$ cat config.mk
export PLATFORM = sky130hd
export DESIGN_NAME = decode_pipe
export DESIGN_NICKNAME = d
export VERILOG_FILES = /design/src/rtl/decode_pipe.sv
export SDC_FILE = /design/constraint.sdc
export NUM_CORES = 2
export LEC_CHECK = 0
export BUFFER_PORTS_ARGS = -buffer_cell sky130_fd_sc_hd__buf_4
export CORE_MARGIN = 2
export CORE_UTILIZATION = 35
export CTS_BUF_LIST = sky130_fd_sc_hd__clkbuf_16
export DETAILED_ROUTE_END_ITERATION = 12
export MAX_ROUTING_LAYER = met4
export PLACE_DENSITY = 0.61
export SYNTH_ARGS = -nofsm -noshare
export SYNTH_HDL_FRONTEND = slang
export SYNTH_SLANG_ARGS = --single-unit
$ cat constraint.sdc
create_clock -name clk -period 57.4 [get_ports clk]
set_input_delay 2.87 -clock clk [delete_from_list [all_inputs] [get_ports clk]]
set_output_delay 2.87 -clock clk [all_outputs]
set_load 0.01 [all_outputs]
$ cat src/rtl/decode_pipe.sv
`default_nettype none
// ============================================================================
// Module      : decode_pipe
// Description : One-entry decode stage. Holds a fetched instruction with its
//               sequential PC and control bundle, reads operands from a
//               2^RA_W x W register file with same-cycle writeback bypass,
//               interlocks on a load-use hazard against the load in execute,
//               and resolves jump / branch targets for the next fetch.
//
// Ports       : clk, reset (async, active-high)
//               in_valid / in_ready           upstream handshake
//               instr_in, pc_seq_in, bundle_in instruction, sequential PC,
//                                             control bundle
//               out_valid / out_ready         downstream handshake
//               operand_a_out, operand_b_out, reg_read2_out, pc_seq_out
//               reg_write_dest_out, bundle_out (held bundle[13:0])
//               jump_address_out, redirect_out next-fetch target / taken flag
//               wb_en_in, wb_dest_in, wb_data_in writeback port
//               ex_load_in, ex_dest_in        load currently in execute
//               stall_cycles_out              only with DECODE_PERF_CNT_EN
//
// Options     : DECODE_PERF_CNT_EN - adds a saturating stall-cycle counter.
//
// Revision    : 1.0 - initial release
// ============================================================================
module decode_pipe #(
    parameter int W      = 32,
    parameter int RA_W   = 5,
    parameter int CTRL_W = 26
) (
    input  logic              clk,
    input  logic              reset,
    input  logic              in_valid,
    output logic              in_ready,
    input  logic [31:0]       instr_in,
    input  logic [W-1:0]      pc_seq_in,
    input  logic [CTRL_W-1:0] bundle_in,
    output logic              out_valid,
    input  logic              out_ready,
    output logic [W-1:0]      operand_a_out,
    output logic [W-1:0]      operand_b_out,
    output logic [W-1:0]      reg_read2_out,
    output logic [W-1:0]      pc_seq_out,
    output logic [RA_W-1:0]   reg_write_dest_out,
    output logic [13:0]       bundle_out,
    output logic [W-1:0]      jump_address_out,
    output logic              redirect_out,
    input  logic              wb_en_in,
    input  logic [RA_W-1:0]   wb_dest_in,
    input  logic [W-1:0]      wb_data_in,
    input  logic              ex_load_in,
    input  logic [RA_W-1:0]   ex_dest_in
`ifdef DECODE_PERF_CNT_EN
    ,
    output logic [31:0]       stall_cycles_out
`endif
);

    localparam int c_NUM_REGS = 1 << RA_W;

    // ------------------------------------------------------------------
    // Holding register
    // ------------------------------------------------------------------
    logic              r_held_valid;
    logic [31:0]       r_instr;
    logic [W-1:0]      r_pc_seq;
    logic [CTRL_W-1:0] r_bundle;

    logic w_hazard;
    logic w_fire;
    logic w_xfer;

    assign out_valid = r_held_valid & ~w_hazard;
    assign w_fire    = out_valid & out_ready;
    assign in_ready  = ~r_held_valid | w_fire;
    assign w_xfer    = in_valid & in_ready;

    // A hazard keeps out_valid low, which also keeps in_ready low while an
    // instruction is held, so the holding register retains its contents.
    always_ff @(posedge clk or posedge reset) begin
        if (reset) begin
            r_held_valid <= 1'b0;
            r_instr      <= '0;
            r_pc_seq     <= '0;
            r_bundle     <= '0;
        end else if (w_xfer) begin
            r_held_valid <= 1'b1;
            r_instr      <= instr_in;
            r_pc_seq     <= pc_seq_in;
            r_bundle     <= bundle_in;
        end else if (w_fire) begin
            r_held_valid <= 1'b0;
        end
    end

    // ------------------------------------------------------------------
    // Instruction fields
    // ------------------------------------------------------------------
    logic [RA_W-1:0] w_rs;
    logic [RA_W-1:0] w_rt;
    logic [RA_W-1:0] w_rd;
    logic [15:0]     w_imm16;
    logic [25:0]     w_imm26;
    logic [4:0]      w_shamt;

    assign w_rs    = RA_W'(r_instr[25:21]);
    assign w_rt    = RA_W'(r_instr[20:16]);
    assign w_rd    = RA_W'(r_instr[15:11]);
    assign w_imm16 = r_instr[15:0];
    assign w_imm26 = r_instr[25:0];
    assign w_shamt = r_instr[10:6];

    assign w_hazard = r_held_valid & ex_load_in & (ex_dest_in != '0) &
                      ((ex_dest_in == w_rs) | (ex_dest_in == w_rt));

    // ------------------------------------------------------------------
    // Register file (entry 0 is never written and always reads zero)
    // ------------------------------------------------------------------
    logic [W-1:0] r_regs [c_NUM_REGS];

    always_ff @(posedge clk or posedge reset) begin
        if (reset) begin
            for (int i = 0; i < c_NUM_REGS; i++) begin
                r_regs[i] <= '0;
            end
        end else if (wb_en_in && (wb_dest_in != '0)) begin
            r_regs[wb_dest_in] <= wb_data_in;
        end
    end

    logic [W-1:0] w_rs_val;
    logic [W-1:0] w_rt_val;

    // Writeback in the same cycle wins over the stored value.
    assign w_rs_val = (w_rs == '0) ? '0 :
                      (wb_en_in && (wb_dest_in == w_rs)) ? wb_data_in : r_regs[w_rs];
    assign w_rt_val = (w_rt == '0) ? '0 :
                      (wb_en_in && (wb_dest_in == w_rt)) ? wb_data_in : r_regs[w_rt];

    // ------------------------------------------------------------------
    // Immediate generation
    // ------------------------------------------------------------------
    logic [W-1:0] w_imm16_ext;
    logic [W-1:0] w_imm_up;
    logic [W-1:0] w_imm_sel;

    assign w_imm16_ext = r_bundle[19] ? {{(W-16){1'b0}}, w_imm16}
                                      : {{(W-16){w_imm16[15]}}, w_imm16};
    // Upshifted form places imm16 in bits [31:16]; bit 19 also picks how a
    // wider datapath extends it.
    assign w_imm_up    = r_bundle[19] ? {{(W-32){1'b0}}, w_imm16, 16'h0000}
                                      : {{(W-32){w_imm16[15]}}, w_imm16, 16'h0000};
    // Jump-immediate path presents the raw 26-bit field zero-extended.
    assign w_imm_sel   = r_bundle[20] ? {{(W-26){1'b0}}, w_imm26} :
                         r_bundle[18] ? w_imm16_ext : w_imm_up;

    assign operand_a_out = r_bundle[16] ? {{(W-5){1'b0}}, w_shamt} : w_rs_val;
    assign operand_b_out = r_bundle[17] ? w_imm_sel : w_rt_val;
    assign reg_read2_out = w_rt_val;
    assign pc_seq_out    = r_pc_seq;
    assign bundle_out    = r_bundle[13:0];

    always_comb begin
        reg_write_dest_out = w_rt;
        case (r_bundle[15:14])
            2'b00:   reg_write_dest_out = w_rt;
            2'b01:   reg_write_dest_out = w_rd;
            2'b10:   reg_write_dest_out = '1;
            default: reg_write_dest_out = '0;
        endcase
    end

    // ------------------------------------------------------------------
    // Branch / jump resolution
    // ------------------------------------------------------------------
    logic         w_rs_le_zero;
    logic         w_cond;
    logic         w_taken;
    logic [W-1:0] w_branch_target;
    logic [W-1:0] w_jump_target;

    assign w_rs_le_zero = w_rs_val[W-1] | (w_rs_val == '0);

    always_comb begin
        w_cond = 1'b0;
        case (r_bundle[1:0])
            2'b00:   w_cond = (w_rs_val == w_rt_val);
            2'b01:   w_cond = (w_rs_val != w_rt_val);
            2'b10:   w_cond = w_rs_le_zero;
            default: w_cond = ~w_rs_le_zero;
        endcase
    end

    assign w_taken         = r_bundle[21] & w_cond;
    assign w_branch_target = r_pc_seq + {{(W-18){w_imm16[15]}}, w_imm16, 2'b00};
    assign w_jump_target   = r_bundle[23] ? {r_pc_seq[W-1:28], w_imm26, 2'b00} : w_rs_val;

    assign jump_address_out = r_bundle[22] ? w_jump_target :
                              w_taken      ? w_branch_target : r_pc_seq;

    assign redirect_out = w_fire & (r_bundle[22] | w_taken);

    // Opcode and upper bundle bits are consumed by later stages only.
    logic w_unused;
    assign w_unused = ^{r_instr[31:26], r_bundle[CTRL_W-1:24], r_bundle[7:2]};

    // ------------------------------------------------------------------
    // Optional stall-cycle counter
    // ------------------------------------------------------------------
`ifdef DECODE_PERF_CNT_EN
    logic [31:0] r_stall_cycles;

    always_ff @(posedge clk or posedge reset) begin
        if (reset) begin
            r_stall_cycles <= '0;
        end else if (r_held_valid && (w_hazard || !out_ready) &&
                     (r_stall_cycles != 32'hFFFF_FFFF)) begin
            r_stall_cycles <= r_stall_cycles + 32'd1;
        end
    end

    assign stall_cycles_out = r_stall_cycles;
`endif

endmodule
`default_nettype wire
==> impl_metrics.tcl <==
set metrics [dict create \
    status "finished, final reports clean" \
    drv_slew 0 \
    fmax_mhz 85.0 \
    place.gp.congestion 0.921 \
    dieArea_um2 182000 \
    cpPeakStageDelay_ns 1.02 \
    crit_arrival_ns 8.90 \
    yosys_register_bits 1107 \
    portBuffers 311 \
    core_region_area_um2 177000 \
    synth_edf_count 0 \
    ant_nets 0 \
    grt_pass1_vias 44400 \
    p_int_mw 1.96 \
    synth_cells 4536 \
    hpwl_mm 148 \
    clockBufferDepth 3 \
    grt_max_degree 139 \
    clkPwrFrac_pct 26.3 \
    synth_cell_type_count 98 \
    htree_levels 4 \
    drv_cap 0 \
    cts_setup_buffers 0 \
    grt_pass1_wl_mm 335 \
    root_buffer "clkbuf_16" \
    seqPwrFrac_pct 34.4 \
    hold_violations 0 \
    drtPass1Iterations 5 \
    crit_buf_inv 6 \
    synth_area_um2 62400 \
    swShare_pct 37.0 \
    period_minus_slack_ns 11.77 \
    crit_fanout 41 \
    vdd.ir_drop.worst_mv 0.0389 \
    tns_ns 0 \
    ys_seq_area_share_pct 44.4 \
    setup_viol 0 \
    dieWidth_um 426 \
    leakagePower_nw 30.6 \
    gr-total-overflow 0 \
    final_cell_mix "dfrtp_1, mux2_2, buf_4" \
    net-switching-power_mw 1.15 \
    cpMostUsedCell "buf_4" \
    end_kind "output pin" \
    slew_headroom_pct 8.36 \
    grt_setup_unrepaired "no" \
    syn_area_per_cell_um2 13.8 \
    cts_resized 0 \
    wl_per_cell_um 33.6 \
    layout-drive-gt1-share_pct 47.2 \
    critPathSlowestCell "nor2_1" \
    viasPerCell 6.29 \
    required_ns 54.53 \
    cp_cell_sequence "buf_4 -> buf_4 -> buf_4 -> and2_1 -> buf_4 -> a22oi_1 -> nand2_1 -> o22ai_1 -> nor2_1 -> xnor2_1 -> or4_4 -> nor4_4 -> nand4_1 -> o2111ai_4 -> buf_4 -> mux2i_1 -> mux2i_1 -> buf_4" \
    nNetsFinal 4800 \
    cts_made_buffers 131 \
    yosysWarningCount 0 \
    min_path_type "reg2reg" \
    clock_skew_ns 0.0205 \
    tightest_slew_ns 1.37 \
    synth_area_leaders "dfrtp_1, mux2_2, mux4_2, mux2i_1, clkbuf_1" \
    yosysTopAreaCellShare_pct 44.4 \
    rows 154 \
    crit_type "reg2out" \
    synth_fp_nets 4704 \
    pin_count 320 \
    fin_crit_sh_pct 20.5 \
    cts_hold_buf 0 \
    fp.dieH_um 426 \
    via_count 44600 \
    fin_ws_ns 45.63 \
    area_delta_synth_final_pct 13.0 \
    layout_commonest_cell "dfrtp_1" \
    ys.flop_type "dfrtp_1" \
    power_density_nw_per_um2 44.2 \
    cp_top_family "buffers and inverters" \
    clk_pin_slew_ns 0.06 \
    place_ws_ns 46.18 \
    cp-start-kind "register" \
    initial_core_util_pct 35.3 \
    drt-total-wl_mm 238 \
    async_reset_ff_share_pct 100 \
    p_comb_share_pct 39.3 \
    cts_tree "yes" \
    gr-usage-all-layers_pct 26.5 \
    drc 0 \
    drt-initial-drc-count 5175 \
    clk_latency_ns 0.79 \
    synth_area_leader_cell "dfrtp_1" \
    antenna_found_initial 16 \
    cts.sinks 1107 \
]
==> final cells by class <==
type                            instances  area, um2
Tap cell                             2340       2930
Clock buffer                          136       3400
Timing Repair Buffer                  447       3380
Multi-Input combinational cell       2921      32200
Sequential cell                      1107      27700
Antenna cell                           14       35.0
Clock inverter                         98        729
Inverter                               24       97.6
Fill cell                           16400     106000
==> worst reg2reg max path: stages (launching register included) <==
cell	delay [ns]
dfrtp_4	0.85
buf_4	0.75
xnor2_1	0.27
nand3_1	0.11
nor3_1	0.05
a31oi_1	0.20
o21a_1	0.19
nand2_1	0.15
nand2_1	0.20
and2_4	0.48
buf_4	0.75
mux2_2	0.52
==> layer usage <==
| layer | global-route usage (%) | vias to the layer above | routed length, um |
|---|---|---|---|
| met5 | - | - | 0 |
| met4 | 14.3 | 0 | 14300 |
| met3 | 7.06 | 668 | 23600 |
| met2 | 40.3 | 2572 | 109000 |
| met1 | 32.2 | 23700 | 90800 |
| li1 | - | 17600 | - |
==> metrics by stage <==
stage / area, um2 / utilization [%] / power (mW) / instances / hold WS [ns]
after global routing: 70500 / 39.9 / 3.22 / 7084 / 0.408
after floorplan: 62400 / - / 1.84 / 4536 / 0.438
final: 70500 / 39.9 / 3.11 / 7087 / 0.396
after detailed placement: 66300 / 37.5 / 2.28 / 6839 / 0.382
after CTS: 70500 / 39.9 / 3.10 / 7073 / 0.395
after global placement: 66300 / 37.5 / 2.26 / 6839 / 0.375
==> power groups by stage <==
stage          combinational, mW  clock (mW)  sequential (mW)
2_1_floorplan              0.817           0             1.02
3_3_place_gp                1.19           0             1.07
3_5_place_dp                1.20           0             1.08
4_1_cts                     1.21       0.828             1.06
5_1_grt                     1.28       0.863             1.09
6_report                    1.22       0.818             1.07
==> worst paths after layout <==
kind,from,to,slack [ns],cells past startpoint
worst max-delay path,r_instr[18],jump_address_out[5],45.63,18
max in group asynchronous,reset,r_bundle[9],50.95,6
worst min-delay path,r_regs[1015],r_regs[1015],0.40,0
worst max register to register,r_instr[21],r_bundle[18],52.76,11
min in group asynchronous,reset,r_regs[194],2.25,2
worst min register to register,r_regs[1015],r_regs[1015],0.40,0
==> Yosys cell counts, drive strengths merged, types with 6 or more instances <==
cell	instances
a2111oi	9
a211oi	8
a21o	29
a21oi	80
a221o	11
a221oi	26
a22o	29
a22oi	124
a31oi	8
and2	11
buf	207
clkbuf	274
dfrtp	1107
ha	29
inv	24
mux2	1072
mux2i	159
mux4	465
nand2	145
nand2b	25
nand3	43
nand4	17
nor2	155
nor2b	26
nor3	29
nor3b	12
nor4	13
o211a	6
o211ai	16
o21a	10
o21ai	107
o22ai	76
or2	9
or3	19
xnor2	40
xor2	32
==> sequential cells by signal, indices dropped and copies added, names as in the netlist <==
| name | count |
|---|---|
| pc_seq_out | 32 |
| r_bundle | 24 |
| r_held_valid | 1 |
| r_instr | 26 |
| r_regs | 1024 |
==> cell families after synthesis <==
| group | synth area share (%) |
|---|---|
| AO/OA/AOI/OAI | 6.54 |
| XOR/XNOR | 1.01 |
| adder cells (fa/ha/maj) | 0.614 |
| buffers and inverters | 4.40 |
| flip-flops | 44.4 |
| multiplexers | 38.8 |
| AND/OR/NAND/NOR | 4.18 |
(Power assumes the default switching activity.)
